`src/rtl/cla_sub_serial.sv`:
```
// Purpose : iterative unsigned subtractor d = a - b - bin, one 4-bit lookahead slice per clock, LS nibble first.
// Latency : out_valid rises WIDTH/4 clocks after the accepting edge; repeat interval WIDTH/4+2 with out_ready high.
// Backpr. : result held in DONE until out_ready; in_ready low while busy, so no operands are taken mid-operation.
//
// Ports: clk/rst (async active-high); in_valid/in_ready with a, b, bin; out_valid/out_ready with d, bout;
//        busy is high in CALC or DONE. Optional macro CLA_SUB_OVF_EN adds ovf (signed overflow of a - b - bin).
module cla_sub_serial #(
  parameter int WIDTH = 16
) (
  input  logic             clk,
  input  logic             rst,
  input  logic             in_valid,
  output logic             in_ready,
  input  logic [WIDTH-1:0] a,
  input  logic [WIDTH-1:0] b,
  input  logic             bin,
  output logic             out_valid,
  input  logic             out_ready,
  output logic [WIDTH-1:0] d,
  output logic             bout,
  output logic             busy
`ifdef CLA_SUB_OVF_EN
  ,
  output logic             ovf
`endif
);

  localparam int NIB = WIDTH / 4;
  localparam int KW  = (NIB > 1) ? $clog2(NIB) : 1;

  generate
    if ((WIDTH % 4) != 0 || WIDTH < 4) begin : g_bad_width
      $error("cla_sub_serial: WIDTH must be a multiple of 4 and at least 4");
    end
  endgenerate

  typedef enum logic [1:0] {IDLE, CALC, DONE} state_t;

  state_t            state, state_nxt;
  logic [WIDTH-1:0]  a_q, b_q, d_q;
  logic [KW-1:0]     k_q;
  logic              brw_q;
  logic              bout_q;
  logic              last;

  // Lookahead slice: a + ~b + ~borrow on the current nibble.
  logic [3:0] an, bn, p, g, sum;
  logic       c0, c1, c2, c3, c4;

  always_comb begin
    an = a_q[{k_q, 2'b00} +: 4];
    bn = ~b_q[{k_q, 2'b00} +: 4];
    p  = an ^ bn;
    g  = an & bn;
    c0 = ~brw_q;
    c1 = g[0] | (p[0] & c0);
    c2 = g[1] | (p[1] & g[0]) | (p[1] & p[0] & c0);
    c3 = g[2] | (p[2] & g[1]) | (p[2] & p[1] & g[0]) | (p[2] & p[1] & p[0] & c0);
    c4 = g[3] | (p[3] & g[2]) | (p[3] & p[2] & g[1]) | (p[3] & p[2] & p[1] & g[0])
       | (p[3] & p[2] & p[1] & p[0] & c0);
    sum = p ^ {c3, c2, c1, c0};
  end

  assign last = (k_q == KW'(NIB - 1));

  always_comb begin
    state_nxt = state;
    case (state)
      IDLE:    if (in_valid)  state_nxt = CALC;
      CALC:    if (last)      state_nxt = DONE;
      DONE:    if (out_ready) state_nxt = IDLE;
      default:                state_nxt = IDLE;
    endcase
  end

  always_ff @(posedge clk or posedge rst) begin
    if (rst) state <= IDLE;
    else     state <= state_nxt;
  end

  always_ff @(posedge clk or posedge rst) begin
    if (rst) begin
      a_q    <= '0;
      b_q    <= '0;
      d_q    <= '0;
      k_q    <= '0;
      brw_q  <= 1'b0;
      bout_q <= 1'b0;
    end else begin
      case (state)
        IDLE: if (in_valid) begin
          a_q   <= a;
          b_q   <= b;
          brw_q <= bin;
          k_q   <= '0;
        end
        CALC: begin
          d_q[{k_q, 2'b00} +: 4] <= sum;
          brw_q                  <= ~c4;
          k_q                    <= k_q + KW'(1);
          if (last) bout_q <= ~c4;
        end
        default: ;
      endcase
    end
  end

`ifdef CLA_SUB_OVF_EN
  // sum[3] on the final slice is the result sign bit.
  logic ovf_q;
  always_ff @(posedge clk or posedge rst) begin
    if (rst) ovf_q <= 1'b0;
    else if (state == CALC && last)
      ovf_q <= (a_q[WIDTH-1] != b_q[WIDTH-1]) && (sum[3] != a_q[WIDTH-1]);
  end
  assign ovf = ovf_q;
`endif

  // Handshake outputs decode straight from state so reset clears them with no clock.
  assign in_ready  = (state == IDLE);
  assign out_valid = (state == DONE);
  assign busy      = (state != IDLE);
  assign d         = d_q;
  assign bout      = bout_q;

endmodule

```
`config.mk`:
```
export PLATFORM = sky130hd
export DESIGN_NAME = cla_sub_serial
export DESIGN_NICKNAME = d
export VERILOG_FILES = /design/src/rtl/cla_sub_serial.sv
export SDC_FILE = /design/constraint.sdc
export NUM_CORES = 1
export LEC_CHECK = 0
export CORE_ASPECT_RATIO = 1.75
export CORE_MARGIN = 2
export CORE_UTILIZATION = 40
export DETAILED_ROUTE_END_ITERATION = 8
export PLACE_DENSITY = 0.73
export SLEW_MARGIN = 20
export SYNTH_ARGS = -nofsm -noshare
export SYNTH_HDL_FRONTEND = slang
export SYNTH_SLANG_ARGS = --single-unit
export TNS_END_PERCENT = 100
```
`constraint.sdc`:
```
create_clock -name clk -period 5.06 [get_ports clk]
set_input_delay 1.012 -clock clk [delete_from_list [all_inputs] [get_ports clk]]
set_output_delay 1.012 -clock clk [all_outputs]
set_load 0.01 [all_outputs]
```
==> results.md, run 1 <==
- Global-route wire length before repair: 8790 microns
- Final-report hold violation count: 0
- Number of H-tree levels: 2
- Vias: 1781
- Clock sink total: 54
- Number of buffers created by CTS: 5
- Total of flip-flops plus latches after synthesis: between 50 and 60
- Yosys cell types: 32
- Sum of negative setup slack: 0 ns
- Std cell rows: 38
- Seq/Total Area, Yosys: 52.1%
- Wire length after detailed routing: 5120 microns
- Commonest non-fill, non-tap cells in the layout: sky130_fd_sc_hd__clkdlybuf4s50_1 (56), sky130_fd_sc_hd__dfrtp_1 (54), sky130_fd_sc_hd__mux2_2 (30)
- Cells resized by post-CTS repair: 0
- Total Die Area: 0.00717 sq mm
- Number of vias per cell: 5.24
- Placed wire-length estimate after detailed placement: 3880 microns
- Synth Cell Area: 0.00259 sq mm
- Compound-gate portion of the synthesized area: under 10%
- Static leakage power: 1.42 nW
- Worst-case clock buffer depth: 2
- Aggregate global-route resource usage: 15.8%
- Highest layer used for signal routing: met4
- Placement-stage cell area: 0.00319 sq mm
- Max FO, Critical Path: 17
- Synth-to-layout area growth: 27.3%
- Sw Share: between 40% and 50%
- Slew Limit Headroom: 31.8%
- Simple-gate share of the synthesized area: 8.44%
- Portion of the clock cycle consumed by the worst path in the final layout: about two thirds
- P_sw: between 0.0009 and 0.001 W
- Global placer's final weighted congestion: 0.913
- Fmax: 0.295 GHz
- Total met3 wirelength after detailed routing: 181 microns
- Synth Area in Adders: a little over 6%
- Die width: 64.9 microns
- Vias in the first global route: around 1800
- Antenna violations before repair: 0
- Antenna cell count: 0
- Number of filler instances in the final layout: 568
- Port Buf Inserts: 56
- Clock transition time at the flip-flop clock pins of the worst setup and hold paths: 0.09 ns
- Final routed wire length divided by cell count: 15.1 microns
- Clock tree root driver cell: sky130_fd_sc_hd__clkbuf_8
- Number of placed I/O pins: 57
- Remaining antenna violation count after routing: 0
- Clock Power Share: between 10 and 15%
- CP Data Arrival Time: 3.54 ns
- Core area: 0.00623 sq mm
- Internal: roughly 0.0014 W
- Hold Path Class: flip-flop to flip-flop
- Yosys Warn Count: 0
- Setup CP Type: flip-flop to flip-flop
- Post-synthesis xor/xnor area fraction: 0.338%
- VDD IR max: 0.334 mV
- Clock Latency Late Sink: 0.31 ns
- Share of synthesized area spent on multiplexers: 21.5%
- Die Y: 111 microns
- Final Max Tran Viols: 0
- Logic gate share of total power: 53.1%
- Ratio of cells with drive above 1 in the final layout: 20.0%
- Total gr overflow: 0
- Data required time at the worst endpoint: between 5 and 6 ns
- WL met2: 2940 microns
- Post-synthesis area per instance: 12.7 sq um
- Endpoint class of the critical path: flip-flop
- Post-route design area: 0.00330 sq mm
- DRT met1 WL: 1890 microns
- Status: finished clean
- Number of hold-repair buffers added at the cts stage: 0
- Clock tree from TritonCTS: yes
- Number of maximum-capacitance violations: 0
- Post-layout min period: 3.38 ns
- RSZ-0062 raised after global routing: no
- Most common library cell in the layout ignoring fill and taps: sky130_fd_sc_hd__clkdlybuf4s50_1
- Power density normalized to cell area: 704 mW/mm^2
- Register Area: approximately 0.0014 sq mm
- DRC violation total after the first TritonRoute iteration: 52
- Multi-input gate area: 0.00113 sq mm
- Cells after Synth: 204
- Largest clock skew in the final design: 0.00513 ns
- Relative contribution of sequential cells to total power: 34.4%
- Final setup violation count: 0
- Mapped Nets: 253
- Net count, final: 308
- Startpoint kind of the worst setup timing path: flip-flop
- Slew at the pin closest to its max-slew limit: slightly above 1 ns
- Combinational family with the most area after synthesis: multiplexers
- Worst-case reg-to-reg path depth: 6
- Iteration count of the initial detailed-routing pass: 4
- Maximum number of pins on one net before global-route repair: 55
- Total setup buffers inserted after CTS: 0
- Starting density of the core: 41.7%
- Hold Path Depth: 2
- Remaining DRCs: 0
-- per-layer routing --
metal  global-route usage [%]  vias to the layer above
li1                         -                      827
met3                     2.34                       13
met4                     6.95                        0
met1                     17.8                      880
met2                     28.5                       61
met5                        0                        -
-- registers in the layout, summed over array words and instances, names as in the netlist --
signal,flops
a_q,16
b_q,16
state,2
d,16
brw_q,1
k_q,2
bout,1
-- cell families (layout without fill, tap and decap cells) --
kind of cell    count (synthesis)  after routing
xor+xnor                        1              1
mux                            41             41
compound gates                 31             31
flops                          54             54
buf+inv                        20             76
fa+ha+maj                      12             12
simple gates                   45             45
-- cell usage after synthesis --
| master | number | area (sq um) |
|---|---|---|
| sky130_fd_sc_hd__dfrtp_1 | 54 | 1350 |
| sky130_fd_sc_hd__mux2_2 | 30 | 338 |
| sky130_fd_sc_hd__nand2_1 | 23 | 86.3 |
| sky130_fd_sc_hd__o21ai_0 | 16 | 80.1 |
| sky130_fd_sc_hd__inv_1 | 12 | 45.0 |
| sky130_fd_sc_hd__ha_1 | 11 | 138 |
| sky130_fd_sc_hd__mux4_2 | 8 | 180 |
| sky130_fd_sc_hd__nor2_1 | 6 | 22.5 |
| sky130_fd_sc_hd__a21oi_1 | 5 | 25.0 |
| sky130_fd_sc_hd__buf_6 | 4 | 45.0 |
| sky130_fd_sc_hd__a22o_1 | 3 | 26.3 |
| sky130_fd_sc_hd__nand2b_1 | 3 | 18.8 |
| sky130_fd_sc_hd__nand4_1 | 3 | 18.8 |
| sky130_fd_sc_hd__o31ai_1 | 3 | 22.5 |
| sky130_fd_sc_hd__and4_1 | 2 | 17.5 |
| sky130_fd_sc_hd__buf_2 | 2 | 10.0 |
| sky130_fd_sc_hd__mux2_4 | 2 | 30.0 |
| sky130_fd_sc_hd__nor2_2 | 2 | 12.5 |
| sky130_fd_sc_hd__nor2b_1 | 2 | 12.5 |
| sky130_fd_sc_hd__a21o_1 | 1 | 7.51 |
| sky130_fd_sc_hd__a32o_1 | 1 | 10.0 |
| sky130_fd_sc_hd__and2_4 | 1 | 8.76 |
| sky130_fd_sc_hd__buf_4 | 1 | 7.51 |
| sky130_fd_sc_hd__clkbuf_1 | 1 | 3.75 |
| sky130_fd_sc_hd__fa_1 | 1 | 20.0 |
| sky130_fd_sc_hd__mux2i_1 | 1 | 10.0 |
| sky130_fd_sc_hd__nand3b_1 | 1 | 7.51 |
| sky130_fd_sc_hd__o2111ai_1 | 1 | 8.76 |
| sky130_fd_sc_hd__o311ai_0 | 1 | 8.76 |
| sky130_fd_sc_hd__or2b_1 | 1 | 7.51 |
| sky130_fd_sc_hd__or3_1 | 1 | 6.26 |
| sky130_fd_sc_hd__xor2_1 | 1 | 8.76 |
-- worst max-delay path, cell delays in order, from the launching register on --
cell	delay (ns)
sky130_fd_sc_hd__dfrtp_1	0.85
sky130_fd_sc_hd__mux4_2	0.59
sky130_fd_sc_hd__ha_1	0.37
sky130_fd_sc_hd__o21ai_0	0.29
sky130_fd_sc_hd__a21oi_1	0.08
sky130_fd_sc_hd__o311ai_0	0.84
sky130_fd_sc_hd__o21ai_0	0.21
-- worst paths after layout --
| kind | from | slack, ns | end |
|---|---|---|---|
| worst max-delay path | k_q[0] | 1.68 | d[15] |
| worst min-delay path | d[8] | 0.48 | d[8] |
| worst max register to register | k_q[0] | 1.68 | d[15] |
| worst min register to register | d[8] | 0.48 | d[8] |
| max in group asynchronous | rst | 3.35 | state[0] |
| min in group asynchronous | rst | 1.17 | b_q[1] |
-- power by group through the flow --
stage	logic [W]	clock network [W]	registers [W]
2_1_floorplan	0.000878	0	0.000752
3_3_place_gp	0.00116	0	0.000807
3_5_place_dp	0.00121	0	0.000815
4_1_cts	0.00122	0.000297	0.000806
5_1_grt	0.00135	0.000316	0.000834
6_report	0.00123	0.000293	0.000799
-- final cells by class --
cell class	count	share of cell area, %
Multi-Input combinational cell	130	34.3
Clock buffer	5	2.08
Clock inverter	3	1.33
Timing Repair Buffer	56	17.0
Inverter	12	1.40
Tap cell	80	3.03
Sequential cell	54	40.9
-- per-stage QoR --
| step | util (%) | power (W) | worst slack [ns] | hold slack, ns | instances |
|---|---|---|---|---|---|
| final | 53.0 | 0.00232 | 1.68 | 0.485 | 340 |
| after floorplan | - | 0.00163 | 2.49 | 0.475 | 204 |
| after detailed placement | 51.2 | 0.00203 | 1.86 | 0.471 | 332 |
| after global placement | 51.2 | 0.00197 | 2.03 | 0.464 | 332 |
| after global routing | 53.0 | 0.00250 | 1.62 | 0.527 | 340 |
| after CTS | 53.0 | 0.00232 | 1.85 | 0.492 | 340 |
Note: power is estimated with default switching activity, not from simulation.
==> inputs of run 2 (changes only) <==
==> constraint.sdc (replaced) <==
create_clock -name clk -period 3.3 [get_ports clk]
set_input_delay 0.66 -clock clk [delete_from_list [all_inputs] [get_ports clk]]
set_output_delay 0.66 -clock clk [all_outputs]
set_load 0.01 [all_outputs]
==> run 2 against run 1 <==
First-iteration DRC count is 12% higher. Register-to-register slack worse by 1.3 ns. Worst hold slack better by 0.00061 ns. Flip-flop and latch count stayed put. Worst setup slack worse by 1.3 ns. Power is 50% higher. Combinational power is 54% higher. Via count is 2.2% lower. Critical path type unchanged. Critical endpoint is now d[7]. Largest power group unchanged.
==> results.md, run 2 (same netlist as run 1, synthesis figures left out) <==
- Number of placed I/O pins: 57 (unchanged)
- Antenna violations before repair: 0 (unchanged)
- Maximum number of pins on one net before global-route repair: 55 (unchanged)
- Number of vias per cell: 5.08 (-3.1%)
- Cells resized by post-CTS repair: 0 (unchanged)
- Sum of negative setup slack: 0 ns (unchanged)
- Portion of the clock cycle consumed by the worst path in the final layout: 88.5% (+22 points)
- Antenna cell count: 0 (unchanged)
- Clock tree from TritonCTS: yes
- Crit path setup slack, layout: 0.378 ns (-1.30 ns)
- Vias: 1741 (-2.2%)
- DRC violation total after the first TritonRoute iteration: 58 (+12%)
- Fmax: 0.342 GHz (+16%)
- Commonest non-fill, non-tap cells in the layout: sky130_fd_sc_hd__clkdlybuf4s50_1 (56), sky130_fd_sc_hd__dfrtp_1 (54), sky130_fd_sc_hd__mux2_2 (30)
- Max FO, Critical Path: 9 (-8)
- Most common library cell in the layout ignoring fill and taps: sky130_fd_sc_hd__clkdlybuf4s50_1
- Final routed wire length divided by cell count: 14.6 microns (-2.9%)
- Instance count after placement with tap cells included: 335 (+0.90%)
- Data required time at the worst endpoint: 3.47 ns (-1.75 ns)
- Total setup buffers inserted after CTS: 0 (unchanged)
- Static leakage power: 1.43 nW (+0.58%)
- Synth-to-layout area growth: 27.9%
- Placed wire-length estimate after detailed placement: 3900 microns (+0.44%)
- Clock tree root driver cell: sky130_fd_sc_hd__clkbuf_8
- Number of hold-repair buffers added at the cts stage: 0 (unchanged)
- VDD IR max: 0.519 mV (+56%)
- Total Die Area: 0.00717 sq mm (unchanged)
- Status: finished clean
- Clock transition time at the flip-flop clock pins of the worst setup and hold paths: 0.10 ns (about the same)
- Wire length after detailed routing: 5020 microns (-2.0%)
- Clock sink total: 54 (unchanged)
- Global-route wire length before repair: 8830 microns (+0.48%)
- Hold Path Class: flip-flop to flip-flop
- Worst-case clock buffer depth: 2 (unchanged)
- Std cell rows: 38 (unchanged)
- Die width: 64.9 microns (unchanged)
- Number of filler instances in the final layout: 536 (-5.6%)
- Core area: 0.00623 sq mm (unchanged)
- CP Data Arrival Time: 3.09 ns (-0.45 ns)
- Number of maximum-capacitance violations: 0 (unchanged)
- Count of non-filler cells in the finished layout: 343 (+0.88%)
- Power density normalized to cell area: 1050 mW/mm^2 (+49%)
- Clock Latency Late Sink: 0.31 ns (about the same)
- Placement Setup Slack: 0.404 ns (-1.46 ns)
- Number of buffers created by CTS: 5 (unchanged)
- Post-layout min period: 2.92 ns (-0.463 ns)
- Endpoint class of the critical path: flip-flop
- Global placer's final weighted congestion: 0.865 (-5.3%)
- Aggregate global-route resource usage: 15.9% (+0.11 points)
- RSZ-0062 raised after global routing: no
- Iteration count of the initial detailed-routing pass: 4 (unchanged)
- Largest clock skew in the final design: 0.0129 ns (+0.00773 ns)
- Total gr overflow: 0 (unchanged)
- Remaining antenna violation count after routing: 0 (unchanged)
- Ratio of cells with drive above 1 in the final layout: 20.9% (+0.91 points)
- Final setup violation count: 0 (unchanged)
- Final Max Tran Viols: 0 (unchanged)
- Number of H-tree levels: 2 (unchanged)
- Port Buf Inserts: 56 (unchanged)
- Total power: 0.00349 W (+50%)
- Startpoint kind of the worst setup timing path: flip-flop
- Setup CP Type: flip-flop to flip-flop
- Net count, final: 311 (+0.97%)
- Slew Limit Headroom: 47.7% (+16 points)
- Slew at the pin closest to its max-slew limit: 0.774 ns (-0.236 ns)
- Vias in the first global route: 1844 (+0.55%)
- Remaining DRCs: 0 (unchanged)
- Die Y: 111 microns (unchanged)
- Final-report hold violation count: 0 (unchanged)
- Starting density of the core: 41.7% (unchanged)
-- run 2: report_power, final --
part	switching, W	leakage [nW]	internal [W]
clock network	0.000210	0.0472	0.000169
registers	0.000229	0.669	0.000974
logic	0.000963	0.713	0.000941
-- run 2: cell type report --
cell class	count	area, sq um	share of cell area (%)
tap	80	100	3.02
clock inverter	2	12.5	0.377
timing repair buffer	59	596	17.9
inverter	12	45.0	1.36
sequential	54	1350	40.7
multi-input combinational	130	1130	34.1
clock buffer	6	82.6	2.49
-- run 2: worst paths after layout --
kind                              from  endpoint  slack (ns)  cells after the start
worst max-delay path            k_q[0]      d[7]        0.38                      6
worst min-delay path              d[5]      d[5]        0.49                      2
worst max register to register  k_q[0]      d[7]        0.38                      6
worst min register to register    d[5]      d[5]        0.49                      2
max in group asynchronous          rst      d[1]        2.34                      3
min in group asynchronous          rst     d[13]        0.71                      3
-- run 2: metal layers --
layer,up-vias,GRT usage (%),share of wire (%)
li1,836,-,-
met1,852,17.6,35
met2,43,28.5,58
met3,10,2.55,3.4
met4,0,7.66,3.1
met5,-,0,0
-- run 2: through the flow --
stage | utilization, % | hold slack (ns) | instance area, sq um
2_1_floorplan | - | 0.475 | 2590
3_3_place_gp | 51.8 | 0.463 | 3220
3_5_place_dp | 51.8 | 0.472 | 3220
4_1_cts | 53.3 | 0.493 | 3320
5_1_grt | 53.3 | 0.523 | 3320
6_report | 53.3 | 0.485 | 3320
-- run 2: worst max-delay path: stages (launching register included) --
cell and delay [ns]:
sky130_fd_sc_hd__dfrtp_1 0.64, sky130_fd_sc_hd__mux4_2 0.57, sky130_fd_sc_hd__ha_1 0.36, sky130_fd_sc_hd__o21ai_0 0.28, sky130_fd_sc_hd__a21oi_1 0.07, sky130_fd_sc_hd__o311ai_0 0.66, sky130_fd_sc_hd__o21ai_0 0.20
